### src/rtl/branch_resolve_bht.sv
// branch_resolve_bht: EX-stage branch resolution plus a PC-indexed table of
// 2-bit saturating direction counters feeding the IF-stage prediction.
//
// Ports
//   clk_i, rst_i          clock (rising edge), async active-high reset
//   if_pc_i               fetch PC; if_pred_taken_o is its prediction (comb)
//   ex_valid_i, ex_is_branch_i, ex_stall_i
//                         EX qualifiers; a branch resolves only when all are
//                         favourable and funct3 is a real branch encoding
//   ex_pc_i, ex_funct3_i, ex_pred_taken_i, ex_target_i
//                         EX branch: PC, condition, IF-time guess, taken target
//   br_unsigned_o         comparator signedness select (comb, = funct3[1])
//   equal_i, lessthan_i   comparator results
//   redirect_o            registered one-cycle mispredict pulse
//   redirect_pc_o         corrected fetch PC, valid while redirect_o=1
//   branch_count_o        resolved branches (wraps)
//   mispredict_count_o    mispredicted branches (wraps)

// One BHT entry: 2-bit saturating counter, resets to weak-not-taken.
module bht_ctr (
   input  logic       clk_i,
   input  logic       rst_i,
   input  logic       upd_i,
   input  logic       taken_i,
   output logic [1:0] ctr_o
);
   logic [1:0] ctr_q, ctr_d;

   always_comb begin
      ctr_d = ctr_q;
      if (upd_i) begin
         if (taken_i && ctr_q != 2'b11)       ctr_d = ctr_q + 2'd1;
         else if (!taken_i && ctr_q != 2'b00) ctr_d = ctr_q - 2'd1;
      end
   end

   always_ff @(posedge clk_i or posedge rst_i) begin
      if (rst_i) ctr_q <= 2'b01;
      else       ctr_q <= ctr_d;
   end

   assign ctr_o = ctr_q;
endmodule

module branch_resolve_bht #(
   parameter int W   = 32,
   parameter int IDX = 6
) (
   input  logic         clk_i,
   input  logic         rst_i,
   input  logic [W-1:0] if_pc_i,
   output logic         if_pred_taken_o,
   input  logic         ex_valid_i,
   input  logic         ex_is_branch_i,
   input  logic         ex_stall_i,
   input  logic [W-1:0] ex_pc_i,
   input  logic [2:0]   ex_funct3_i,
   input  logic         ex_pred_taken_i,
   input  logic [W-1:0] ex_target_i,
   output logic         br_unsigned_o,
   input  logic         equal_i,
   input  logic         lessthan_i,
   output logic         redirect_o,
   output logic [W-1:0] redirect_pc_o,
   output logic [31:0]  branch_count_o,
   output logic [31:0]  mispredict_count_o
);
   localparam int NE = 1 << IDX;

   logic [NE-1:0][1:0] ctr;
   logic [NE-1:0]      upd;
   logic [IDX-1:0]     if_idx, ex_idx;
   logic               legal, resolve, taken, mispredict;

   logic               redirect_q, redirect_d;
   logic [W-1:0]       redirect_pc_q, redirect_pc_d;
   logic [31:0]        branch_cnt_q, branch_cnt_d;
   logic [31:0]        mispred_cnt_q, mispred_cnt_d;

   assign if_idx = if_pc_i[IDX+1:2];
   assign ex_idx = ex_pc_i[IDX+1:2];

   assign br_unsigned_o = ex_funct3_i[1];

   // funct3 01x is not a branch encoding
   assign legal   = (ex_funct3_i[2:1] != 2'b01);
   assign resolve = ex_valid_i & ex_is_branch_i & ~ex_stall_i & legal;
   // funct3[2] picks lt vs eq, funct3[0] inverts the sense
   assign taken      = (ex_funct3_i[2] ? lessthan_i : equal_i) ^ ex_funct3_i[0];
   assign mispredict = resolve & (taken != ex_pred_taken_i);

   genvar e;
   generate
      for (e = 0; e < NE; e++) begin : g_bht
         assign upd[e] = resolve & (ex_idx == IDX'(e));
         bht_ctr u_ctr (
            .clk_i   (clk_i),
            .rst_i   (rst_i),
            .upd_i   (upd[e]),
            .taken_i (taken),
            .ctr_o   (ctr[e])
         );
      end
   endgenerate

   // Reads the registered counter, so a same-cycle update is seen next cycle
   assign if_pred_taken_o = ctr[if_idx][1];

   always_comb begin
      redirect_d    = mispredict;
      redirect_pc_d = redirect_pc_q;
      if (mispredict) redirect_pc_d = taken ? ex_target_i : ex_pc_i + W'(4);
      branch_cnt_d  = branch_cnt_q + 32'(resolve);
      mispred_cnt_d = mispred_cnt_q + 32'(mispredict);
   end

   always_ff @(posedge clk_i or posedge rst_i) begin
      if (rst_i) begin
         redirect_q    <= 1'b0;
         redirect_pc_q <= '0;
         branch_cnt_q  <= '0;
         mispred_cnt_q <= '0;
      end else begin
         redirect_q    <= redirect_d;
         redirect_pc_q <= redirect_pc_d;
         branch_cnt_q  <= branch_cnt_d;
         mispred_cnt_q <= mispred_cnt_d;
      end
   end

   assign redirect_o         = redirect_q;
   assign redirect_pc_o      = redirect_pc_q;
   assign branch_count_o     = branch_cnt_q;
   assign mispredict_count_o = mispred_cnt_q;
endmodule

### config.mk
export PLATFORM = sky130hd
export DESIGN_NAME = branch_resolve_bht
export DESIGN_NICKNAME = d
export VERILOG_FILES = /design/src/rtl/branch_resolve_bht.sv
export SDC_FILE = /design/constraint.sdc
export NUM_CORES = 1
export LEC_CHECK = 0
export BUFFER_PORTS_ARGS = -buffer_cell sky130_fd_sc_hd__buf_2
export CAP_MARGIN = 20
export CELL_PAD_IN_SITES_DETAIL_PLACEMENT = 0
export CELL_PAD_IN_SITES_GLOBAL_PLACEMENT = 2
export CORE_MARGIN = 3
export CORE_UTILIZATION = 38
export DETAILED_ROUTE_END_ITERATION = 6
export PLACE_DENSITY = 0.91
export SYNTH_ARGS = -nofsm -noshare
export SYNTH_HDL_FRONTEND = slang
export SYNTH_SLANG_ARGS = --single-unit
### constraint.sdc
create_clock -name clk_i -period 19.6 [get_ports clk_i]
set_clock_uncertainty 0.05 [all_clocks]
set_input_delay 3.92 -clock clk_i [delete_from_list [all_inputs] [get_ports clk_i]]
set_output_delay 3.92 -clock clk_i [all_outputs]
set_load 0.05 [all_outputs]
After elaboration in Yosys (flattened, before gate mapping)
Cells that the tools add are included.
{ "classes": {"n_mux": 132, "reduce_logical": 322, "n_lt_le_gt_ge": 1, "bitwise": 70, "n_eq_ne": 129, "n_addsub": 131} }
{ "op_table": {"columns": ["operator", "count"], "rows": [
  ["$mux 2", 129],
  ["$reduce_bool 2->1", 128],
  ["$eq 6x6->1 const B", 32],
  ["$add 2x1->2 const B", 64],
  ["$logic_and 1x1->1", 128],
  ["$ne 2x2->1 const B", 64],
  ["$reduce_and 2->1", 64],
  ["$sub 2x1->2 const B", 64],
  ["$eq 6x5->1 const B", 16],
  ["$and 1x1->1", 68],
  ["$add 32x1->32", 2],
  ["$eq 6x4->1 const B", 8],
  ["$add 32x3->32 const B", 1],
  ["$mux 32", 1],
  ["$eq 6x3->1 const B", 4],
  ["$bmux 2 s6", 1],
  ["$eq 6x2->1 const B", 2],
  ["$lt 6x7->1 const B", 1],
  ["$eq 6x1->1 const B", 1],
  ["$logic_not 6->1", 1],
  ["$ne 2x1->1 const B", 1],
  ["$logic_not 1->1", 1],
  ["$mux 1", 1],
  ["$ne 1x1->1", 1],
  ["other kinds (2)", 2]
]} }
{ "word_totals": {"output_inout_bits": 99, "reg_bits": 225} }

Depth between registers and ports, before layout
{ "depth": {"ltp_word": 6, "ltp_mapped": 12} }

Cells and area by module
A second synthesis with hierarchy kept.
{ "unflattened": {"hier_cells": 1397, "hier_area_um2": 13445.4} }
{ "modules_own_cells": {"columns": ["mod", "area_each_um2", "n_inst", "cells_per_inst", "seq_area_each_um2"], "rows": [
  ["bht_ctr", 117.6, 64, 12, 51.3],
  ["branch_resolve_bht", 5918.2, 1, 629, 2427.3]
]} }

Worst setup path after synthesis
OpenSTA, ideal clock, no wires.
{ "synth_timing": {"path_type": "input -> output", "startpoint": "input if_pc_i[3]", "endpoint": "output if_pred_taken_o", "slack_ps": 9811, "stages": 8, "t_arrival_ps": 5819, "n_path_buf": 2, "path_cell_list": "clkbuf_1 -> buf_2 -> mux4_2 -> mux2i_1 -> a21o_1 -> nor3_1 -> a211oi_1 -> a21oi_1"} }
{ "synth_via": {"elab_chain_len": 2} }
{ "synth_lines": {"columns": ["element", "line", "source"], "rows": [
  ["start: declaration", "51", "input logic [W-1:0] if_pc_i,"],
  ["$bmux 2 s6", "107", "assign if_pred_taken_o = ctr[if_idx][1];"],
  ["$mux 2 (not written as such)", "107", null],
  ["end: declaration", "52", "output logic if_pred_taken_o,"]
]} }
No other way between the ends. The select of a mux whose other input is x is not followed.

Final worst setup path
{ "layout_timing": {"startpoint": "input if_pc_i[2]", "endpoint": "output if_pred_taken_o"} }
Same word-level chain as after synthesis.

==> results.md <==
- Via/cell ratio: 5.57
- Outcome: finished clean
- Largest net degree at the start of global routing: 122
- R2R cell count: 6
- Synth Warn #: 0
- Highest Clock Rate: 101 MHz
- Starting Density: 0.388
- Initial antenna violation count: 4
- Layout cells sized above 1: 0.248
- Cell area after layout: 14400 sq um
- Final TNS setup: 0 ps
- FF-to-FF setup slack: 17570 ps
- Peak supply drop: 0.0524 mV
- Max-cap violation count: 0
- IO Pins: 206
- CTS buffer count: 26
- Routability cong.: 0.790
- Least-Margin Pin Slew: 1130 ps
- Drt drc: 0
- Fill cells: 3064
- Register area share after synthesis: 0.463
- Tot GR Track Use: 0.193
- Reg2reg end: mispredict_count_o[18]$_DFF_PP0_
- Kind of critical path: primary input to output pin
- Critical path startpoint category: primary input
- Min-Delay Endpoint: branch_count_o[31]$_DFF_PP0_
- Post-synth EDFFs: 0
- DR vias: 10.4k
- Post-Syn Instances: 1284
- Setup violations, final: 0
- Drt total wl: 33.7 mm
- Cts hold-fix bufs: 0
- Distinct cells, synth: 57
- Cell taking the most area after synthesis: dfrtp_1
- Post-synthesis cell area: 12300 sq um
- H-tree Lvls: 1
- Row cnt: 65
- Critical Path Fanout Max: 15
- Req. time, crit path: 15630 ps
- Crit end category: output pin
- Asr flop ratio synth: 1.00
- Clock Sink Count: 225
- Post-CTS Resized: 0
- Clock latency on the worst-skew pair: 530 ps
- Predominant post-synthesis flop cell: dfrtp_1
- CTS tree: built
- Final hold vios: 0
- Grt ovf: 0
- Final HPWL DP: 22.2 mm
- RSZ-0062 raised after global routing: false
- Worst Hold Depth: 1
- Synth Net Count: 1399
- Min Clock Period, post-route: 9950 ps
- Final ANT Viol Nets: 0
- Beginning of the worst hold path: branch_count_o[31]$_DFF_PP0_
- First-pass GRT wire length: 54.1 mm
- Vias in the first global route: 9686
- Initial DRT Pass Iterations: 5
- Nets@finish: 1521
- Pleak: 6.28 nW
- Pwr/cell area: 91.2 nW/um^2
- Port Buf Inserts: 179
- Flip-flop and latch count after synthesis: 225
- Arrival time at the worst endpoint: 5980 ps
- Worst R2R Start: mispredict_count_o[0]$_DFF_PP0_
- DR WL/cell: 18.1 microns
- Max clock buf depth: 3
- Setup Buffers After CTS: 0
- Die area: 34600 sq um
- Area grow syn2layout: 16.8%
- Synth top area share: 0.327
- Synth top area cells: dfrtp_1 33%, dfstp_2 14%, xnor2_1 4.4%
- Slew Limit Fails: 0
- Clock-pin slew on the worst setup and hold paths: 60 ps
- Die width: 186 microns
- Die Span Y: 186 microns
- Period utilization: 0.507
- Slew headroom: 0.250
- Worst hold-check path type: flip-flop to flip-flop
- Initial DRC count: 752
- Root Driver: clkbuf_16
- Cell Area, Placed: 13500 sq um
- Core area: 31800 sq um
- Avg Cell Area, Syn: 9.60 sq um
## state kept, by name, indices dropped and copies added, names as in the netlist
| name | flops |
|---|---|
| mispredict_count_o | 32 |
| redirect_pc_o | 32 |
| g_bht.u_ctr.ctr_o | 128 |
| branch_count_o | 32 |
| redirect_o | 1 |
## worst max path at each step
stage          slack [ps]        from                          end  depth (start not counted)
2_1_floorplan        9570       rst_i  branch_count_o[0]$_DFF_PP0_                          1
6_report             9650  if_pc_i[2]              if_pred_taken_o                          8
5_1_grt              9530  if_pc_i[2]              if_pred_taken_o                          8
4_1_cts              9620  if_pc_i[2]              if_pred_taken_o                          8
3_3_place_gp         9600  if_pc_i[2]              if_pred_taken_o                          8
3_5_place_dp         9620  if_pc_i[2]              if_pred_taken_o                          8
## cells in the final DEF, fill, tap and decap left out, types with 28 or more instances in the layout
cell	count
a211oi_1	28
a21oi_1	85
buf_2	179
dfrtp_1	161
dfstp_2	64
mux2i_1	53
nand2_1	116
nand3_1	92
nor2_1	111
nor3_1	31
o211ai_1	38
o21ai_0	70
xnor2_1	61
## layer usage
layer | wire, microns | share of wire | GRT usage
met3 | 1470 | 0.044 | 0.0268
met5 | 21 | 0.00062 | 0
met4 | 680 | 0.020 | 0.0497
met2 | 16200 | 0.48 | 0.317
met1 | 15300 | 0.46 | 0.270
## cells in the mapped netlist, types with 31 or more instances
master / instances
a21oi_1: 85
dfrtp_1: 161
buf_2: 33
xnor2_1: 62
dfstp_2: 64
mux2i_1: 53
nor2_1: 111
nand2_1: 116
nand3_1: 92
clkbuf_1: 46
o211ai_1: 38
o21ai_0: 70
nor3_1: 31
## report_power, final
part	switching, mW	total (mW)	internal [mW]
Sequential	0.0218	0.523	0.501
Combinational	0.208	0.269	0.0602
Clock	0.197	0.521	0.324
## layout make-up
| cell class | instances | area, sq um | share of cell area |
|---|---|---|---|
| multi-input combinational | 947 | 6160 | 0.428 |
| sequential | 225 | 5710 | 0.397 |
| timing repair buffer | 190 | 998 | 0.0693 |
| clock buffer | 42 | 782 | 0.0543 |
| tap | 435 | 544 | 0.0378 |
| clock inverter | 6 | 130 | 0.00904 |
| inverter | 16 | 67.6 | 0.00469 |
| antenna | 2 | 5.00 | 0.000348 |
## worst max-delay path, cell delays in order
cell and delay (ps):
buf_2 430, mux4_2 610, nor2b_1 160, a211oi_1 200, a21oi_1 80, a211oi_1 260
a21oi_1 80, buf_2 220
## logic make-up after synthesis
kind of cell	Yosys count	synth area share
AO/OA/AOI/OAI	327	0.170
XOR/XNOR	88	0.0625
adder cells (fa/ha/maj)	8	0.00812
buffers and inverters	112	0.0402
flip-flops	225	0.463
multiplexers	69	0.0723
AND/OR/NAND/NOR	455	0.184
## stage by stage
| step | hold slack [ps] | instances | setup WS [ps] | utilization | total power, mW |
|---|---|---|---|---|---|
| 5_1_grt | 437 | 1863 | 9530 | 0.453 | 1.37 |
| 3_3_place_gp | 402 | 1812 | 9600 | 0.423 | 0.799 |
| 6_report | 415 | 1863 | 9650 | 0.453 | 1.31 |
| 2_1_floorplan | 414 | 1284 | 9570 | - | 0.725 |
| 3_5_place_dp | 410 | 1812 | 9620 | 0.423 | 0.802 |
| 4_1_cts | 421 | 1860 | 9620 | 0.452 | 1.33 |
No activity file was read; power rests on OpenSTA's default activity.
